==> src/rtl/alu_defs.sv <==
// alu_defs: shared EX-stage definitions.
//   - ALU control codes, including ALU_MULT which selects the multi-cycle
//     multiply handled by mult_sequencer.
//   - 2-bit multiply-sequencer state encoding.
package alu_defs;

   // ALU control codes
   localparam logic [4:0] ALU_ADD  = 5'b00000;
   localparam logic [4:0] ALU_SUB  = 5'b00001;
   localparam logic [4:0] ALU_AND  = 5'b00010;
   localparam logic [4:0] ALU_MULT = 5'b00011;
   localparam logic [4:0] ALU_OR   = 5'b00100;
   localparam logic [4:0] ALU_XOR  = 5'b00101;
   localparam logic [4:0] ALU_NOR  = 5'b00110;
   localparam logic [4:0] ALU_SLT  = 5'b00111;
   localparam logic [4:0] ALU_SLL  = 5'b01000;
   localparam logic [4:0] ALU_SRL  = 5'b01001;
   localparam logic [4:0] ALU_SRA  = 5'b01010;
   localparam logic [4:0] ALU_LUI  = 5'b01011;
   localparam logic [4:0] ALU_BEQ  = 5'b01100;
   localparam logic [4:0] ALU_BNE  = 5'b01101;

   // Multiply sequencer states
   typedef enum logic [1:0] {
      IDLE = 2'd0,
      RUN  = 2'd1,
      DONE = 2'd2
   } mult_state_t;

endpackage

==> src/rtl/mult_datapath.sv <==
// mult_datapath: shift-add engine for the signed multiply.
//   Operands are converted to magnitudes on load; the product sign is
//   reapplied when the result is written to hi/lo.
// Ports:
//   clk, rst     clock, synchronous active-high reset
//   load         capture |opa|, |opb|, sign; clear accumulator and count
//   step         one shift-add iteration
//   finish       write the signed product of the current iteration to hi/lo
//   opa, opb     signed operands
//   last         this iteration is the final one
//   hi, lo       registered product halves
// Optional: MULT_EARLY_EXIT_EN also ends the run once the multiplier
//   register has shifted down to zero.
module mult_datapath #(
   parameter int WIDTH = 32
) (
   input  logic             clk,
   input  logic             rst,
   input  logic             load,
   input  logic             step,
   input  logic             finish,
   input  logic [WIDTH-1:0] opa,
   input  logic [WIDTH-1:0] opb,
   output logic             last,
   output logic [WIDTH-1:0] hi,
   output logic [WIDTH-1:0] lo
);

   localparam int CW = $clog2(WIDTH);

   logic [2*WIDTH-1:0] mcand, acc, sum, prod;
   logic [WIDTH-1:0]   mplr, absa, absb;
   logic [CW-1:0]      cnt;
   logic               sign;

   // 0x80..0 negates to itself, which is the correct unsigned magnitude
   assign absa = opa[WIDTH-1] ? -opa : opa;
   assign absb = opb[WIDTH-1] ? -opb : opb;

   // Accumulator value after this cycle's iteration; a zero multiplier
   // contributes no add, so an early exit can reuse the same result path.
   assign sum  = acc + (mplr[0] ? mcand : '0);
   assign prod = sign ? -sum : sum;

`ifdef MULT_EARLY_EXIT_EN
   assign last = (cnt == CW'(WIDTH-1)) || (mplr == '0);
`else
   assign last = (cnt == CW'(WIDTH-1));
`endif

   always_ff @(posedge clk) begin
      if (rst) begin
         mcand <= '0;
         acc   <= '0;
         mplr  <= '0;
         cnt   <= '0;
         sign  <= 1'b0;
         hi    <= '0;
         lo    <= '0;
      end else begin
         if (load) begin
            mcand <= {{WIDTH{1'b0}}, absa};
            mplr  <= absb;
            acc   <= '0;
            cnt   <= '0;
            sign  <= opa[WIDTH-1] ^ opb[WIDTH-1];
         end else if (step) begin
            acc   <= sum;
            mcand <= mcand << 1;
            mplr  <= mplr >> 1;
            cnt   <= cnt + 1'b1;
         end
         if (finish)
            {hi, lo} <= prod;
      end
   end

endmodule

==> src/rtl/mult_sequencer.sv <==
// mult_sequencer: EX-stage multi-cycle signed multiply controller.
//   Accepts a multiply from EX, holds Stall while mult_datapath iterates,
//   then pulses Done for one cycle with the product on Hi/Lo.
// Ports:
//   Clk, Rst     clock, synchronous active-high reset
//   Start        EX holds a valid instruction
//   ALUControl   decoded ALU control of that instruction
//   Flush        squash the EX instruction
//   OpA, OpB     signed operands
//   Stall        freeze IF/ID/EX (combinational)
//   Done         one-cycle pulse, Hi/Lo valid
//   Hi, Lo       product halves, held until the next completed multiply
// Optional: MULT_EARLY_EXIT_EN (in mult_datapath) shortens RUN once the
//   remaining multiplier bits are zero.
module mult_sequencer
   import alu_defs::*;
#(
   parameter int         WIDTH     = 32,
   parameter logic [4:0] MULT_CODE = ALU_MULT
) (
   input  logic             Clk,
   input  logic             Rst,
   input  logic             Start,
   input  logic [4:0]       ALUControl,
   input  logic             Flush,
   input  logic [WIDTH-1:0] OpA,
   input  logic [WIDTH-1:0] OpB,
   output logic             Stall,
   output logic             Done,
   output logic [WIDTH-1:0] Hi,
   output logic [WIDTH-1:0] Lo
);

   mult_state_t state, nstate;
   logic        accept, load, step, finish, last, done_q;

   assign accept = Start && (ALUControl == MULT_CODE) && !Flush;

   always_ff @(posedge Clk) begin
      if (Rst) begin
         state  <= IDLE;
         done_q <= 1'b0;
      end else begin
         state  <= nstate;
         done_q <= finish;
      end
   end

   // Stall is combinational so the accepting cycle is already frozen.
   // DONE drops Stall so the multiply retires while Done is high.
   always_comb begin
      nstate = state;
      load   = 1'b0;
      step   = 1'b0;
      finish = 1'b0;
      Stall  = 1'b0;
      case (state)
         IDLE: begin
            if (accept) begin
               Stall  = 1'b1;
               load   = 1'b1;
               nstate = RUN;
            end
         end
         RUN: begin
            Stall = 1'b1;
            if (Flush) begin
               nstate = IDLE;
            end else begin
               step = 1'b1;
               if (last) begin
                  finish = 1'b1;
                  nstate = DONE;
               end
            end
         end
         DONE:    nstate = IDLE;
         default: nstate = IDLE;
      endcase
   end

   assign Done = done_q;

   mult_datapath #(.WIDTH(WIDTH)) u_dp (
      .clk    (Clk),
      .rst    (Rst),
      .load   (load),
      .step   (step),
      .finish (finish),
      .opa    (OpA),
      .opb    (OpB),
      .last   (last),
      .hi     (Hi),
      .lo     (Lo)
   );

endmodule
==> config.mk <==
export PLATFORM = sky130hd
export DESIGN_NAME = mult_sequencer
export DESIGN_NICKNAME = d
export VERILOG_FILES = /design/src/rtl/alu_defs.sv /design/src/rtl/mult_datapath.sv /design/src/rtl/mult_sequencer.sv
export SDC_FILE = /design/constraint.sdc
export NUM_CORES = 1
export LEC_CHECK = 0
export BUFFER_PORTS_ARGS = -buffer_cell sky130_fd_sc_hd__buf_2
export CAP_MARGIN = 20
export CORE_ASPECT_RATIO = 1.2
export CORE_MARGIN = 4
export CORE_UTILIZATION = 36
export CTS_CLUSTER_SIZE = 40
export DETAILED_ROUTE_END_ITERATION = 10
export GPL_TIMING_DRIVEN = 1
export MAX_ROUTING_LAYER = met4
export SYNTH_ARGS = -nofsm -noshare
export SYNTH_HDL_FRONTEND = slang
export SYNTH_HIERARCHICAL = 1
export SYNTH_SLANG_ARGS = --single-unit
export TNS_END_PERCENT = 10
==> constraint.sdc <==
create_clock -name Clk -period 10.17 [get_ports Clk]
set_input_delay 1.017 -clock Clk [delete_from_list [all_inputs] [get_ports Clk]]
set_output_delay 1.017 -clock Clk [all_outputs]
set_load 0.01 [all_outputs]
==> metrics <==
Hold Path Class flop to flop; synth unique cells 96; Tcrit/Tclk final 0.5540; placed insts 2812; post-layout util 0.4101; Worst-Skew Late Latency approximately 0.58 ns; Slew HR 0.2886; Leak Pwr 7.360 nW; Synth Instances 2158; hold_sp u_dp/hi[2]; gr usage total 0.2282; gpl congestion between 0.9 and 1; Max FO, Critical Path 64; P per Cell Area 108.1 nW/um^2; IO Pins about 140; number of routed nets with antenna violations 0; die span in x 206.8 um; max_cap viols 0; R2R setup slack 4.54 ns; Port Buf Inserts ~140; Clk pin slew, worst setup/hold paths 0.06 ns; Post-synth EDFFs 0; Rows 87; H-tree depth 1; number of fill cells about 4900; ANT cells 0; Pre-Repair DR Iteration Count 5; Resize count post-CTS 0; Highest Clock Rate roughly 180 MHz; worst reg2reg path depth 16; Register Area 4666 um^2; RR Startpoint u_dp/mplr[0]; Crit. End Element flop; Worst VDD drop 0.1209 mV; Worst Hold Path EP u_dp/hi[2]; Detailed Place HPWL 45.34 mm; Hold Slack 0.4787 ns; starting DRC count in detailed routing 1182; Clock Sinks 233; worst-margin pin slew 1.067 ns; Post-synth ARST share 0; footprint of the multi-input gates 11780 um^2; Arr. time, crit path between 6 and 7 ns; layout net count about 2400; core region area 46920 um^2; fraction of layout cells with a size suffix above 1 0.1143; post-route design area around 19000 um^2; area growth from synthesis to layout 12.72%; post-synthesis cell area 17070 um^2; CTS tree built; die height 246.5 um; Pwr Total between 2 and 2.5 mW; mean post-synth cell area slightly below 8 um^2; Fin. Hold Viols 0; first-pass GRT wire length 90.43 mm; final slew viol count 0; dpl cell area ~18000 um^2; Yosys top cell area share 0.2733; filler-free cell count of the finished design approximately 2900; hold buffers post-CTS 0; Num CTS Buffers 28; total vias in the final route about 16000; die footprint 50980 um^2; Tmin final 5.634 ns; largest cells by area after synthesis dfxtp_1 27%, a211oi_1 8.6%, mux2i_1 5.9%, nor2_1 5.4%, xor2_1 5.3%; predominant post-synthesis flop cell dfxtp_1; pre-CTS setup slack 4.563 ns; WHS Path Cells 2; setup ws final 4.536 ns; CTS root buf clkbuf_16; biggest area consumer among synthesized cells dfxtp_1; final setup vio count 0; pin count of the biggest net entering global routing 174; drt drc 0; required time of the worst setup path 10.68 ns; clock buffer depth 3; #FFs+latches synth 233; run status complete, no violations; initial antenna violation count 0; RSZ-0062 raised after global routing no; critical path class flop to flop; total gr overflow 0; Routed WL between 50 and 60 mm; YS warnings 6; setup TNS 0 ns; initial core utilization 0.3638; Syn Nets 2300; Worst setup SP type flop; Seq/Total Area, Yosys 0.2733; vias per inst 5.752; routed len/inst 20.45 um; reg2reg end u_dp/hi[22]; vias in the first global route ~16000; post-CTS setup buffers 0; Setup Skew between 0.01 and 0.015 ns
## sequential cells by signal, indices dropped and copies added, names as in the netlist
name and cells:
u_dp/hi 32, u_dp/mplr 32, u_dp/sign 1, u_dp/lo 32
u_dp/acc 64, state 2, u_dp/mcand 64, Done 1
u_dp/cnt 5
## cell usage in the layout, fill, tap and decap left out, types with 8 or more instances in the layout
cell type	count
buf_2	137
o21ai_0	109
mux2i_1	100
or3_1	28
dfxtp_1	232
nor2_1	247
nand4_1	32
o41ai_1	10
o21a_1	16
a31oi_1	13
clkbuf_16	28
xnor2_1	35
or4_1	19
and2_1	83
ha_1	68
or2_2	10
nand3_1	34
xor2_1	103
nor2b_1	68
and3_1	11
o211ai_1	18
o31ai_1	41
a21o_1	20
nand2_1	153
and4_1	20
buf_4	24
nor3_1	38
inv_1	32
o221ai_1	9
nand2b_1	8
a211oi_1	196
nor4_1	18
o211a_1	8
a21oi_1	99
## worst max-delay path, cell delays in order, from the launching register on
cell and delay, ns:
dfxtp_1 0.32, buf_4 0.50, and2_1 0.21, ha_1 0.21, inv_1 0.07, fa_1 0.43, nor2b_1 0.21, o31a_2 0.25
o211ai_2 0.24, a2111oi_0 0.63, and2_1 0.22, o311ai_0 0.11, nor4_1 0.61, nand4_2 0.44, or2_1 0.42, or4_1 0.53
a31oi_1 0.16
## worst max-delay path by stage
stage	startpoint	end	slack, ns	depth (start not counted)
after global placement	u_dp/mplr[0]	u_dp/hi[22]	4.57	16
after detailed placement	u_dp/mplr[0]	u_dp/hi[22]	4.56	16
after global routing	u_dp/mplr[0]	u_dp/hi[22]	3.94	16
after floorplan	u_dp/mplr[0]	u_dp/hi[22]	5.52	17
after CTS	u_dp/mplr[0]	u_dp/hi[22]	4.53	16
final	u_dp/mplr[0]	u_dp/hi[22]	4.54	16
## final cells by class
class	instances	area share
Clock inverter	15	0.01151
Timing Repair Buffer	162	0.04604
Inverter	34	0.006632
Clock buffer	36	0.04057
Sequential cell	233	0.2425
Multi-Input combinational cell	1760	0.6123
Tap cell	623	0.04051
## synth_stat cells (19+ instances only)
library cell / count
nor2_1: 247
dfxtp_1: 233
a211oi_1: 196
nand2_1: 153
o21ai_0: 109
xor2_1: 103
clkbuf_1: 102
mux2i_1: 100
a21oi_1: 99
and2_1: 84
ha_1: 68
nor2b_1: 68
o31ai_1: 41
nor3_1: 39
xnor2_1: 35
nand3_1: 34
inv_1: 32
nand4_1: 32
or3_1: 28
a21o_1: 20
and4_1: 20
or4_1: 19
## cell families (layout without fill, tap and decap cells)
| logic type | count (synthesis) | count (layout) | share of synthesized area |
|---|---|---|---|
| buffers and inverters | 165 | 247 | 0.03782 |
| adder cells (fa/ha/maj) | 69 | 69 | 0.05102 |
| XOR/XNOR | 138 | 138 | 0.07081 |
| flip-flops | 233 | 233 | 0.2733 |
| multiplexers | 100 | 100 | 0.05864 |
| AND/OR/NAND/NOR | 814 | 814 | 0.2460 |
| AO/OA/AOI/OAI | 639 | 639 | 0.2625 |
## routing by layer
layer  vias up  share of wire  global-route usage
met5         -              0                   -
met4         0          0.046             0.09335
met3       122          0.035             0.01935
met2       381           0.50              0.4007
met1      7788           0.42              0.2682
li1       8176              -                   -
## power by group
part           leakage [nW]  switching [mW]  internal, mW
combinational          4.99          0.0555        0.0314
clock                 0.489           0.429         0.648
sequential             1.88         0.00186         0.915
Note: power is estimated with default switching activity, not from simulation.
